File: config.mk
export PLATFORM = sky130hd
export DESIGN_NAME = hms_display_driver_flat
export DESIGN_NICKNAME = d
export VERILOG_FILES = /design/src/rtl/hms_display_driver_pkg.sv /design/src/rtl/hms_display_driver_if.sv /design/src/rtl/hms_display_driver_bin2bcd_2d.sv /design/src/rtl/hms_display_driver.sv /design/src/flat_wrapper.sv
export SDC_FILE = /design/constraint.sdc
export NUM_CORES = 1
export LEC_CHECK = 0
export ABC_AREA = 1
export CAP_MARGIN = 20
export CORE_ASPECT_RATIO = 0.8
export CORE_MARGIN = 2
export CORE_UTILIZATION = 34
export DETAILED_ROUTE_END_ITERATION = 12
export SYNTH_ARGS = -nofsm -noshare
export SYNTH_HDL_FRONTEND = slang
export SYNTH_SLANG_ARGS = --single-unit
export TNS_END_PERCENT = 100
File: constraint.sdc
create_clock -name clk -period 4.9 [get_ports clk]
set_input_delay 1.225 -clock clk [delete_from_list [all_inputs] [get_ports clk]]
set_output_delay 1.225 -clock clk [all_outputs]
set_load 0.05 [all_outputs]
File: src/rtl/hms_display_driver_pkg.sv
// hms_disp_pkg: segment codes, digit index type, field limits and the time payload
// shared by the HH.MM.SS display driver and its time interface.
package hms_disp_pkg;

  // Active-low segment patterns, bit order {g,f,e,d,c,b,a}
  localparam logic [6:0] SEG_0    = 7'b1000000;
  localparam logic [6:0] SEG_1    = 7'b1111001;
  localparam logic [6:0] SEG_2    = 7'b0100100;
  localparam logic [6:0] SEG_3    = 7'b0110000;
  localparam logic [6:0] SEG_4    = 7'b0011001;
  localparam logic [6:0] SEG_5    = 7'b0010010;
  localparam logic [6:0] SEG_6    = 7'b0000010;
  localparam logic [6:0] SEG_7    = 7'b1111000;
  localparam logic [6:0] SEG_8    = 7'b0000000;
  localparam logic [6:0] SEG_9    = 7'b0010000;
  localparam logic [6:0] SEG_DASH = 7'b0111111;
  localparam logic [6:0] SEG_OFF  = 7'b1111111;

  typedef logic [2:0] digit_idx_t;
  localparam digit_idx_t LAST_DIGIT = 3'd5;

  localparam logic [5:0] ANODES_OFF = 6'b111111;

  localparam logic [5:0] MAX_HOURS = 6'd23;
  localparam logic [5:0] MAX_MINS  = 6'd59;
  localparam logic [5:0] MAX_SECS  = 6'd59;

  // Per-frame time snapshot
  typedef struct packed {
    logic [4:0] hours;
    logic [5:0] mins;
    logic [5:0] secs;
  } hms_time_t;

  // BCD digit to segment pattern; anything above 9 renders as a dash
  function automatic logic [6:0] seg_of(input logic [3:0] d);
    logic [6:0] s;
    case (d)
      4'd0:    s = SEG_0;
      4'd1:    s = SEG_1;
      4'd2:    s = SEG_2;
      4'd3:    s = SEG_3;
      4'd4:    s = SEG_4;
      4'd5:    s = SEG_5;
      4'd6:    s = SEG_6;
      4'd7:    s = SEG_7;
      4'd8:    s = SEG_8;
      4'd9:    s = SEG_9;
      default: s = SEG_DASH;
    endcase
    return s;
  endfunction

endpackage

File: src/rtl/hms_display_driver_if.sv
// hms_display_driver_if: time/alarm signals from the clock core to the display driver.
interface hms_display_driver_if;
  logic [4:0] hours;
  logic [5:0] mins;
  logic [5:0] secs;
  logic       buzzer;

  modport master (output hours, output mins, output secs, output buzzer);
  modport slave  (input  hours, input  mins, input  secs, input  buzzer);
endinterface

File: src/rtl/hms_display_driver_bin2bcd_2d.sv
// bin2bcd_2d: combinational split of a 0..63 value into two BCD digits plus an over-limit flag.
module bin2bcd_2d (
  input  logic [5:0] value,
  input  logic [5:0] limit,
  output logic [3:0] tens,
  output logic [3:0] ones,
  output logic       over
);

  // Constant divide/modulo by ten on a 6-bit value
  always_comb begin
    tens = 4'(value / 6'd10);
    ones = 4'(value % 6'd10);
    over = value > limit;
  end

endmodule

File: src/rtl/hms_display_driver.sv
// hms_display_driver: snapshots HH.MM.SS once per frame and scans it onto a 6-digit
// common-anode seven-segment display, flashing the display while the buzzer is on.
// Build option: HMS_LEADING_ZERO_BLANK_EN blanks the hours tens digit when hours < 10.
module hms_display_driver
  import hms_disp_pkg::*;
#(
  parameter int unsigned DIGIT_CYCLES = 50000,
  parameter int unsigned BLINK_CYCLES = 25000000
) (
  input  logic                       clk,
  input  logic                       reset,
  hms_display_driver_if.slave        tm,
  output logic [6:0]                 seg,
  output logic                       dp,
  output logic [5:0]                 an,
  output logic                       frame_done
);

  localparam int unsigned SCAN_W  = (DIGIT_CYCLES > 1) ? $clog2(DIGIT_CYCLES) : 1;
  localparam int unsigned BLINK_W = (BLINK_CYCLES > 1) ? $clog2(BLINK_CYCLES) : 1;

  logic [SCAN_W-1:0]  scan_cnt;
  digit_idx_t         idx;
  hms_time_t          snap;
  logic               scan_last_c;

  digit_idx_t         stg_idx;
  logic               stg_last;
  logic               stg_vld;

  logic [BLINK_W-1:0] blink_cnt;
  logic               blink_phase;

  logic [3:0]         s_tens, s_ones, m_tens, m_ones, h_tens, h_ones;
  logic               s_over, m_over, h_over;

  logic [3:0]         digit_c;
  logic               over_c;
  logic               blank_c;
  logic [5:0]         an_c;
  logic [6:0]         seg_c;
  logic               dp_c;
  logic               fd_c;

  assign scan_last_c = (scan_cnt == SCAN_W'(DIGIT_CYCLES - 1));

  // Scan counter, digit index and the frame-start snapshot
  always_ff @(posedge clk or negedge reset) begin
    if (!reset) begin
      scan_cnt <= '0;
      idx      <= '0;
      snap     <= '0;
    end else begin
      if (scan_last_c) begin
        scan_cnt <= '0;
        idx      <= (idx == LAST_DIGIT) ? digit_idx_t'(0) : idx + 3'd1;
      end else begin
        scan_cnt <= scan_cnt + SCAN_W'(1);
      end
      if (scan_cnt == '0 && idx == '0) begin
        snap <= '{hours: tm.hours, mins: tm.mins, secs: tm.secs};
      end
    end
  end

  // Index stage: lines the digit slot up with the snapshot it must display
  always_ff @(posedge clk or negedge reset) begin
    if (!reset) begin
      stg_idx  <= '0;
      stg_last <= 1'b0;
      stg_vld  <= 1'b0;
    end else begin
      stg_idx  <= idx;
      stg_last <= scan_last_c && (idx == LAST_DIGIT);
      stg_vld  <= 1'b1;
    end
  end

  // Blink half-period timer; idle and cleared whenever the buzzer is low
  always_ff @(posedge clk or negedge reset) begin
    if (!reset) begin
      blink_cnt   <= '0;
      blink_phase <= 1'b0;
    end else if (!tm.buzzer) begin
      blink_cnt   <= '0;
      blink_phase <= 1'b0;
    end else if (blink_cnt == BLINK_W'(BLINK_CYCLES - 1)) begin
      blink_cnt   <= '0;
      blink_phase <= ~blink_phase;
    end else begin
      blink_cnt   <= blink_cnt + BLINK_W'(1);
    end
  end

  bin2bcd_2d u_secs  (.value(snap.secs),        .limit(MAX_SECS),  .tens(s_tens), .ones(s_ones), .over(s_over));
  bin2bcd_2d u_mins  (.value(snap.mins),        .limit(MAX_MINS),  .tens(m_tens), .ones(m_ones), .over(m_over));
  bin2bcd_2d u_hours (.value(6'(snap.hours)),   .limit(MAX_HOURS), .tens(h_tens), .ones(h_ones), .over(h_over));

`ifdef HMS_LEADING_ZERO_BLANK_EN
  assign blank_c = (stg_idx == LAST_DIGIT) && (snap.hours < 5'd10);
`else
  assign blank_c = 1'b0;
`endif

  // Select the BCD digit and its field's range flag for the current slot
  always_comb begin
    digit_c = s_ones;
    over_c  = s_over;
    case (stg_idx)
      3'd0:    begin digit_c = s_ones; over_c = s_over; end
      3'd1:    begin digit_c = s_tens; over_c = s_over; end
      3'd2:    begin digit_c = m_ones; over_c = m_over; end
      3'd3:    begin digit_c = m_tens; over_c = m_over; end
      3'd4:    begin digit_c = h_ones; over_c = h_over; end
      default: begin digit_c = h_tens; over_c = h_over; end
    endcase
  end

  // Next pin values; dark until the index stage holds a real slot
  always_comb begin
    an_c  = ANODES_OFF;
    seg_c = SEG_OFF;
    dp_c  = 1'b1;
    fd_c  = 1'b0;
    if (stg_vld) begin
      an_c  = ~(6'(1) << stg_idx);
      seg_c = over_c ? SEG_DASH : seg_of(digit_c);
      dp_c  = !(stg_idx == 3'd2 || stg_idx == 3'd4);
      fd_c  = stg_last;
      if (blank_c) begin
        an_c  = ANODES_OFF;
        seg_c = SEG_OFF;
      end
      // Gating with the live buzzer lets the display return on the first update after release
      if (blink_phase && tm.buzzer) begin
        an_c = ANODES_OFF;
      end
    end
  end

  // Registered pin drivers
  always_ff @(posedge clk or negedge reset) begin
    if (!reset) begin
      an         <= ANODES_OFF;
      seg        <= SEG_OFF;
      dp         <= 1'b1;
      frame_done <= 1'b0;
    end else begin
      an         <= an_c;
      seg        <= seg_c;
      dp         <= dp_c;
      frame_done <= fd_c;
    end
  end

endmodule

File: src/flat_wrapper.sv
// flat-port wrapper written by rule: the top's interface ports become plain ports
module hms_display_driver_flat import hms_disp_pkg::*;
#(
  parameter int unsigned DIGIT_CYCLES = 50000,
  parameter int unsigned BLINK_CYCLES = 25000000
)
  (clk, reset, seg, dp, an, frame_done, tm_hours, tm_mins, tm_secs, tm_buzzer);
  hms_display_driver_if tm_i ();
  input  logic clk;
  input  logic reset;
  output logic [6:0] seg;
  output logic dp;
  output logic [5:0] an;
  output logic frame_done;
  input wire logic [$bits(tm_i.hours)-1:0] tm_hours;
  input wire logic [$bits(tm_i.mins)-1:0] tm_mins;
  input wire logic [$bits(tm_i.secs)-1:0] tm_secs;
  input wire logic [$bits(tm_i.buzzer)-1:0] tm_buzzer;
  assign tm_i.hours = tm_hours;
  assign tm_i.mins = tm_mins;
  assign tm_i.secs = tm_secs;
  assign tm_i.buzzer = tm_buzzer;
  hms_display_driver #(.DIGIT_CYCLES(DIGIT_CYCLES), .BLINK_CYCLES(BLINK_CYCLES)) u_core (.clk(clk), .reset(reset), .tm(tm_i), .seg(seg), .dp(dp), .an(an), .frame_done(frame_done));
endmodule
; ---- Word level (Yosys, flattened, before mapping)
; Memory sizes are Yosys's and may differ from the RTL's.
; Cells that the tools add are included.
[classes]
order_cmp = 3
n_shift = 1
n_bitwise = 2
div = 6
addsub = 3
mux = 14
n_eq_ne = 8
n_reduce_logical = 10
[ops]
columns = operator, count
row1 = $mux 25, 2
row2 = $add 25x1->25 const B, 1
row3 = $eq 25x25->1 const B, 1
row4 = $pmux 4 s5, 1
row5 = $add 16x1->16 const B, 1
row6 = $eq 16x16->1 const B, 1
row7 = $logic_not 16->1, 1
row8 = $mux 16, 1
row9 = $mux 7, 2
row10 = $div 6x4->6 const B, 2
row11 = $gt 6x6->1 const B, 2
row12 = $mod 6x4->6 const B, 2
row13 = $mux 6, 2
row14 = $div 5x4->6 const B, 1
row15 = $eq 3x2->1 const B, 2
row16 = $eq 3x3->1 const B, 2
row17 = $logic_not 3->1, 2
row18 = $mod 5x4->6 const B, 1
row19 = $not 6->6, 1
row20 = $shl 1x3->6 const A, 1
row21 = $gt 5x5->1 const B, 1
row22 = $mux 1, 4
row23 = $reduce_or 2->1, 2
row24 = $add 3x1->3 const B, 1
row25 = 8 further kinds, 10
[word_totals]
input_bits = 20
memories = 1
mem_bits_ro = 112
output_inout_bits = 15
register_bits = 82
[memory_table]
columns = name, words, word_bits, read_ports, rd_ports_with_merged_regs, write_ports, line_no
row1 = (name not given), 16, 7, 1, 0, 0, hms_display_driver_pkg.sv:38  ; case (d)

; ---- Logic depth before layout (Yosys ltp)
; Gate-level depths: netlist of run 1.
[depth]
word_depth = 5
mapped_depth = 26
ltp_nobuf = 25

; ---- Modules after synthesis
; Synthesis of run 1 repeated with hierarchy kept, for this count alone.
[unflattened]
cells_unflattened = 754
area_unflattened_um2 = 5545.3
[by_module_without_submodules]
columns = module, instances, area_each_um2, cells_each, seq_area_each_um2
row1 = hms_display_driver, 1, 4277.9, 536, 2069.5
row2 = bin2bcd_2d (u_core.u_hours ...), 2, 427.9, 72, 0.0
row3 = bin2bcd_2d (u_core.u_secs), 1, 411.6, 74, 0.0

; ---- Least setup slack after synthesis of run 1
; Ideal clock, no wire load.
[synth_path]
kind = reg2reg
start = register u_core.stg_idx[1]
end = register u_core.seg[3]
period_less_slack_ns = 2.672
t_required_ns = 4.810
arrival_ns = 2.582
slack_ns = 2.228
stages_incl_launch_ff = 25
cell_sequence = dfrtp_1 -> buf_6 -> nor2_4 -> nand2_2 -> nand2_2 -> nand2_1 -> nand2_1 -> inv_1 -> ha_1 -> nor2_1 -> a21oi_2 -> nand2_2 -> nand2_2 -> nand2_1 -> nand3_2 -> nand2_4 -> nand2_2 -> nand2_1 -> nand2_1 -> nand2_1 -> nand2_4 -> ha_1 -> nand3_1 -> nand3_1 -> nand3_1
[synth_via]
elab_chain_cells = 5
word_cells_on_any_way = 12
classes_between = eq/ne (4) / mux (4) / reduce/logical (3) / memory (1)
[synth_rtl]
columns = item, line_no
row1 = from (decl), hms_display_driver.sv:27  ; digit_idx_t stg_idx;
row2 = from (signal assigned), hms_display_driver.sv:73  ; stg_idx <= idx;
row3 = "$eq 3x3->1, or another cell as far along", hms_display_driver.sv:109  ; case (stg_idx)
row4 = $pmux 4 s5 / $reduce_or 2->1 (equally long branches), --
row5 = $mem_v2 16x7 / $pmux 1 s2 (equally long branches), --
row6 = $mux 7 (*), hms_display_driver.sv:127  ; seg_c = over_c ? SEG_DASH : seg_of(digit_c);
row7 = $mux 7 (*), hms_display_driver.sv:125  ; if (stg_vld) begin
row8 = named net u_core.seg_c[3], hms_display_driver.sv:41  ; logic [6:0] seg_c;
row9 = to (signal assigned), hms_display_driver.sv:150  ; seg <= seg_c;
row10 = to (decl), hms_display_driver.sv:13  ; output logic [6:0] seg,
; Mark *: on every way through the listed nets, which the timed path passes. The rest lies on a longest branch.
; A chain may end at the register's enable or synchronous reset.

; ---- Worst setup path after layout of run 1
[layout_path]
start = register u_core.stg_idx[0]
end = register u_core.seg[3]
; Same word-level chain as after synthesis.

==> results.toml, run 1 <==
[sta]
fin_skew_ns = 0.009175
post-route-period-util = 0.6260
min_period_ns = 3.067
drv_slew = 0
setup_violations = 0
slew_headroom = 0.5884
rsz0062_at_grt = "no"
worst_pin_slew_ns = 0.6152
max_freq_mhz = 326.0
tns_ns = 0
finalHoldViolations = 0

[worst_setup_path]
crit_required_ns = 5.15
rr_endpoint = "u_core.seg[3]"
startpoint_type = "flop"
worstPathArrival_ns = 3.31
worst-setup-path-type = "flop to flop"
reg2reg_slack_ns = 1.83
cp-end-kind = "flop"
timing.rr.start = "u_core.stg_idx[0]"
rr_worst_depth = 23
worst-path-max-fanout = 10

[clock_network]
numCtsBuffers = 9
htreeDepth = 3
clock_latency_ns = 0.34
clock_sinks = 82
clkTransAtPathRegs_ns = 0.06
ctsResizeCount = 0
postCtsSetupBuffers = 0
clock_path_buffers = 2
cts_tree = "done"
cts.root.buffer_cell = "clkbuf_16"
cts_hold_buf = 0

[routing]
viasPerCell = 4.830
ant_nets = 0
drc_errors = 0
firstDrtPassIters = 5
via_count = 3676
avgRoutedWirePerCell_um = 12.97
totalWireLength_um = 9867
drtIter0Drc = 283

[grt]
grt_overflow = 0
antenna_found_initial = 0
track_usage = 0.1514
grt_pass1_vias = 3617
grt_max_degree = 83
grt_pass1_wl_um = 17030

[outcome]
status = "finished clean"

[placement]
place_area_um2 = 4980
placed_cells = 743
place.gp.congestion = 0.8600
port_buffers = 34
dpl.hpwl_um = 7098

[final_layout]
mostFrequentLayoutCells = "nand2_1 (99), inv_1 (88), dfrtp_1 (68)"
fin_nets = 612
areaGrowthSynthToFinish_pct = 20.21
diodes = 0
fin_cells = 761
drive_above_1_share = 0.1519
final_common_cell = "nand2_1"
design_area_um2 = 5358

[synth]
synthArstFlopShare = 1.000
synthCells = 539
yosysSeqAreaShare = 0.4643
ys_ff_latch = 82
syn_area_per_cell_um2 = 8.269
synthFlopType = "dfrtp_1"
synth_warnings = 0
synth.net_count = 570
synth_cell_types = 37
synth_edf_count = 0
synth_area_um2 = 4457

[power_and_ir_drop]
powerDensity_nw_per_um2 = 318.0
p_sw_mw = 0.4291
p_seq_frac = 0.423
ir_drop_uv = 180.3
clkPwrFrac = 0.444
p_int_mw = 1.275
leakagePower_nw = 2.436
power.share.switching = 0.2518
comb_power_share = 0.132

[run]
maxCapViolCount = 0

[hold_path]
worstHoldEndpoint = "u_core.stg_idx[2]"
whs_path_depth = 0
hp-class = "flop to flop"
min_from = "u_core.idx[2]"

[floorplan]
rows = 37
dieHeight_um = 106.4
initial_utilization = 0.3475
io-pin-count = 35
core_area_um2 = 12820
die_x_um = 132.0
die_area_um2 = 14050
==> metal layers <==
| layer | vias to the layer above | track usage | part of all wire |
|---|---|---|---|
| met2 | 90 | 0.2281 | 0.43 |
| met5 | - | 0 | 0 |
| met4 | 0 | 0.06444 | 0.025 |
| li1 | 1835 | - | - |
| met3 | 22 | 0.04101 | 0.044 |
| met1 | 1729 | 0.2054 | 0.50 |
==> state kept, by name, summed over array words and instances, names as in the netlist, 3 cells and up <==
| register | flops |
|---|---|
| u_core.blink_cnt | 25 |
| u_core.snap | 17 |
| u_core.scan_cnt | 16 |
| u_core.seg | 7 |
| u_core.an | 6 |
| u_core.idx | 3 |
| u_core.stg_idx | 3 |
==> Yosys cell counts (4+ instances only) <==
cell type	number	area (um^2)
nand2_1	99	371.6
inv_1	88	330.3
dfrtp_1	68	1702
nand3_1	49	245.2
nor2_1	41	153.9
a21oi_1	22	110.1
nor3_1	22	110.1
mux2_2	17	191.4
o21ai_0	17	85.08
dfstp_2	14	367.9
nand2_2	13	81.33
nand4_1	13	81.33
ha_1	11	137.6
nor4_1	7	43.79
inv_2	6	22.52
nor2_2	6	37.54
o21a_1	5	37.54
nand3_2	4	40.04
o22ai_1	4	25.02
==> logic make-up after synthesis <==
family / share of synthesized area
buffers and inverters: 0.08675
other: 0.0008414
muxes: 0.04295
DFF: 0.4643
and+or+nand+nor: 0.2934
AOI/OAI and AO/OA: 0.07496
adders and majority gates: 0.03088
xor gates and xnor gates: 0.005897
==> critical path, cell delays in order (launching register included) <==
cell,delay [ns]
dfrtp_1,0.51
inv_2,0.12
nand3_2,0.15
nand2_2,0.13
nand2_1,0.06
nand2_1,0.08
inv_1,0.08
ha_1,0.29
nor2_1,0.15
a21oi_2,0.06
nand2_2,0.09
nand2_2,0.06
nand2_1,0.09
nand3_2,0.09
nand2_4,0.09
nand2_2,0.07
nand2_1,0.10
nand2_1,0.05
nand2_1,0.09
nand2_4,0.08
ha_1,0.27
nand3_1,0.08
nand3_1,0.10
nand3_1,0.08
==> through the flow <==
step,setup slack [ns],power [mW],hold slack [ns],utilization
after global routing,1.537,1.776,0.4462,0.4178
final,1.833,1.704,0.4393,0.4178
after global placement,1.871,0.9503,0.4198,0.3883
after CTS,1.862,1.722,0.4427,0.4148
after detailed placement,1.785,0.9550,0.4254,0.3883
after floorplan,2.228,0.8791,0.3908,-
==> layout make-up <==
| cell class | count | area (um^2) |
|---|---|---|
| fillers | 1248 | 7466 |
| flip-flops and latches | 82 | 2069 |
| multi-input cells | 358 | 2001 |
| repair buffers | 36 | 376.6 |
| inverters | 94 | 352.8 |
| clock buffers | 12 | 266.5 |
| well taps | 175 | 219.0 |
| clock inverters | 4 | 72.57 |
==> power groups by stage <==
stage	sequential, mW	clock, mW	combinational (mW)
finish	0.721	0.757	0.226
global route	0.724	0.802	0.251
CTS	0.721	0.777	0.224
detailed placement	0.732	0	0.223
global placement	0.732	0	0.218
floorplan	0.774	0	0.105
==> worst max path at each step <==
stage                     slack, ns              start                   end  depth (start not counted)
after floorplan                2.23  u_core.stg_idx[1]         u_core.seg[3]                         24
after global placement         1.87          tm_buzzer  u_core.blink_cnt[20]                          6
after detailed placement       1.78          tm_buzzer  u_core.blink_cnt[20]                          6
after CTS                      1.86  u_core.stg_idx[0]         u_core.seg[3]                         23
after global routing           1.54  u_core.stg_idx[0]         u_core.seg[3]                         23
final                          1.83  u_core.stg_idx[0]         u_core.seg[3]                         23
No activity file was read; power rests on OpenSTA's default activity.
==> inputs of run 2 (changes only) <==
clock period = 2.75 ns   (was 4.9 ns; I/O delays follow)
==> results.toml, run 2 (same netlist as run 1, synthesis figures left out) <==
[outcome]
status = "finished clean"

[power_and_ir_drop]
powerDensity_nw_per_um2 = 539.5
p_seq_frac = 0.407
totalPowerFinal_mw = 3.158
power.share.switching = 0.2511
clkPwrFrac = 0.438
ir_drop_uv = 269.0
comb_power_share = 0.155
p_int_mw = 2.365
p_sw_mw = 0.7929
leakagePower_nw = 2.635

[placement]
pre_cts_ws_ns = -0.08742
port_buffers = 34
dpl.hpwl_um = 7458
place.gp.congestion = 0.9172

[sta]
slew_headroom = 0.6464
fin_skew_ns = 0.008284
drv_slew = 0
worst_pin_slew_ns = 0.5287
post-route-period-util = 0.9950
setup_violations = 0
finalHoldViolations = 0
max_freq_mhz = 365.5
worst_slack_ns = 0.01375
rsz0062_at_grt = "yes"
holdWs_ns = 0.2655
min_period_ns = 2.736

[final_layout]
reg_top3 = "u_core.blink_cnt: 25 flops, u_core.snap: 17 flops, u_core.scan_cnt: 16 flops"
fin_nets = 645
areaGrowthSynthToFinish_pct = 31.36
top_register = "u_core.blink_cnt"
largest_reg_flops = 25
diodes = 0
mostFrequentLayoutCells = "inv_1 (83), nand2_1 (83), dfrtp_1 (65)"
drive_above_1_share = 0.2698

[worst_setup_path]
worstPathArrival_ns = 2.99
worst-setup-path-type = "flop to flop"
startpoint_type = "flop"
cp-end-kind = "flop"
crit_required_ns = 3.01
worst-path-max-fanout = 6

[routing]
viasPerCell = 4.757
drtIter0Drc = 191
avgRoutedWirePerCell_um = 13.06
drc_errors = 0
totalWireLength_um = 10370
via_count = 3777
firstDrtPassIters = 4
ant_nets = 0

[clock_network]
cts.root.buffer_cell = "clkbuf_16"
clock_path_buffers = 2
numCtsBuffers = 9
clkTransAtPathRegs_ns = 0.06
cts_tree = "done"
clock_latency_ns = 0.34
htreeDepth = 3
clock_sinks = 82

[grt]
grt_max_degree = 57
grt_pass1_wl_um = 17570
antenna_found_initial = 0
track_usage = 0.1543
grt_pass1_vias = 3724
grt_overflow = 0

[floorplan]
die_x_um = 132.0
dieHeight_um = 106.4
io-pin-count = 35
core_area_um2 = 12820
die_area_um2 = 14050
initial_utilization = 0.3475
rows = 37

[run]
maxCapViolCount = 0

[hold_path]
hp-class = "input port to asynchronous set/reset pin"
-- run 2: worst paths after layout --
kind / from / to / slack [ns] / cells past startpoint
hold reg to reg: u_core.stg_last / u_core.frame_done / 0.45 / 2
setup / recovery: u_core.stg_idx[1] / u_core.seg[3] / 0.01 / 24
setup reg to reg: u_core.stg_idx[1] / u_core.seg[3] / 0.01 / 24
hold / removal: reset / u_core.scan_cnt[0] / 0.27 / 1
min in group clk: u_core.stg_last / u_core.frame_done / 0.45 / 2
max in group asynchronous: reset / u_core.an[0] / 1.83 / 2
-- run 2: repair_timing --
| action | in CTS | in global routing |
|---|---|---|
| gates resized for setup | 10 | 52 |
| hold buffers | 0 | 0 |
| endpoints found under the setup margin | 7 | 8 |
| setup buffers | 2 | 10 |
| pin swaps | 3 | 22 |
-- run 2: stage by stage --
stage,cell area (um^2),utilization,std cells,setup TNS [ns]
finish,5854,0.4565,794,0
CTS,5557,0.4333,784,0
global placement,5165,0.4028,766,0
global route,5854,0.4565,794,-0.9228
floorplan,4457,-,539,0
detailed placement,5165,0.4028,766,-0.2299
-- run 2: area by class of cell --
class / count / area (um^2)
Clock buffer: 12 / 246.5
Clock inverter: 4 / 98.84
Fill cell: 1170 / 6969
Inverter: 94 / 355.3
Multi-Input combinational cell: 358 / 2248
Sequential cell: 82 / 2073
Tap cell: 175 / 219.0
Timing Repair Buffer: 69 / 613.1
-- run 2: power groups by stage --
stage | clock network [mW] | logic, mW | registers, mW
4_1_cts | 1.42 | 0.413 | 1.28
6_report | 1.38 | 0.490 | 1.29
2_1_floorplan | 0 | 0.188 | 1.38
3_5_place_dp | 0 | 0.410 | 1.31
5_1_grt | 1.48 | 0.532 | 1.29
3_3_place_gp | 0 | 0.404 | 1.31
-- run 2: worst max-delay path, cell delays in order, from the launching register on --
cell     delay [ns]
dfrtp_2        0.47
nor2_4         0.18
nand2_8        0.08
nand2_4        0.06
nand2_2        0.05
nand2_2        0.08
inv_2          0.05
ha_4           0.25
nor2_2         0.03
a21oi_2        0.13
nand2_2        0.10
nand2_2        0.09
nand2_2        0.06
nand2_2        0.06
inv_2          0.05
nand2_4        0.07
nand2_4        0.06
nand2_4        0.08
nand2_2        0.05
nand2_2        0.07
nand2_4        0.09
ha_4           0.28
nand3_2        0.07
nand3_2        0.08
nand3_2        0.06
-- run 2: layer usage --
metal	GRT usage	wire length [um]	up-vias	share of wire
met5	0	0	-	0
met3	0.03529	365	13	0.035
li1	-	-	1907	-
met2	0.2496	4835	58	0.47
met1	0.2084	5006	1799	0.48
met4	0.04193	158	0	0.015
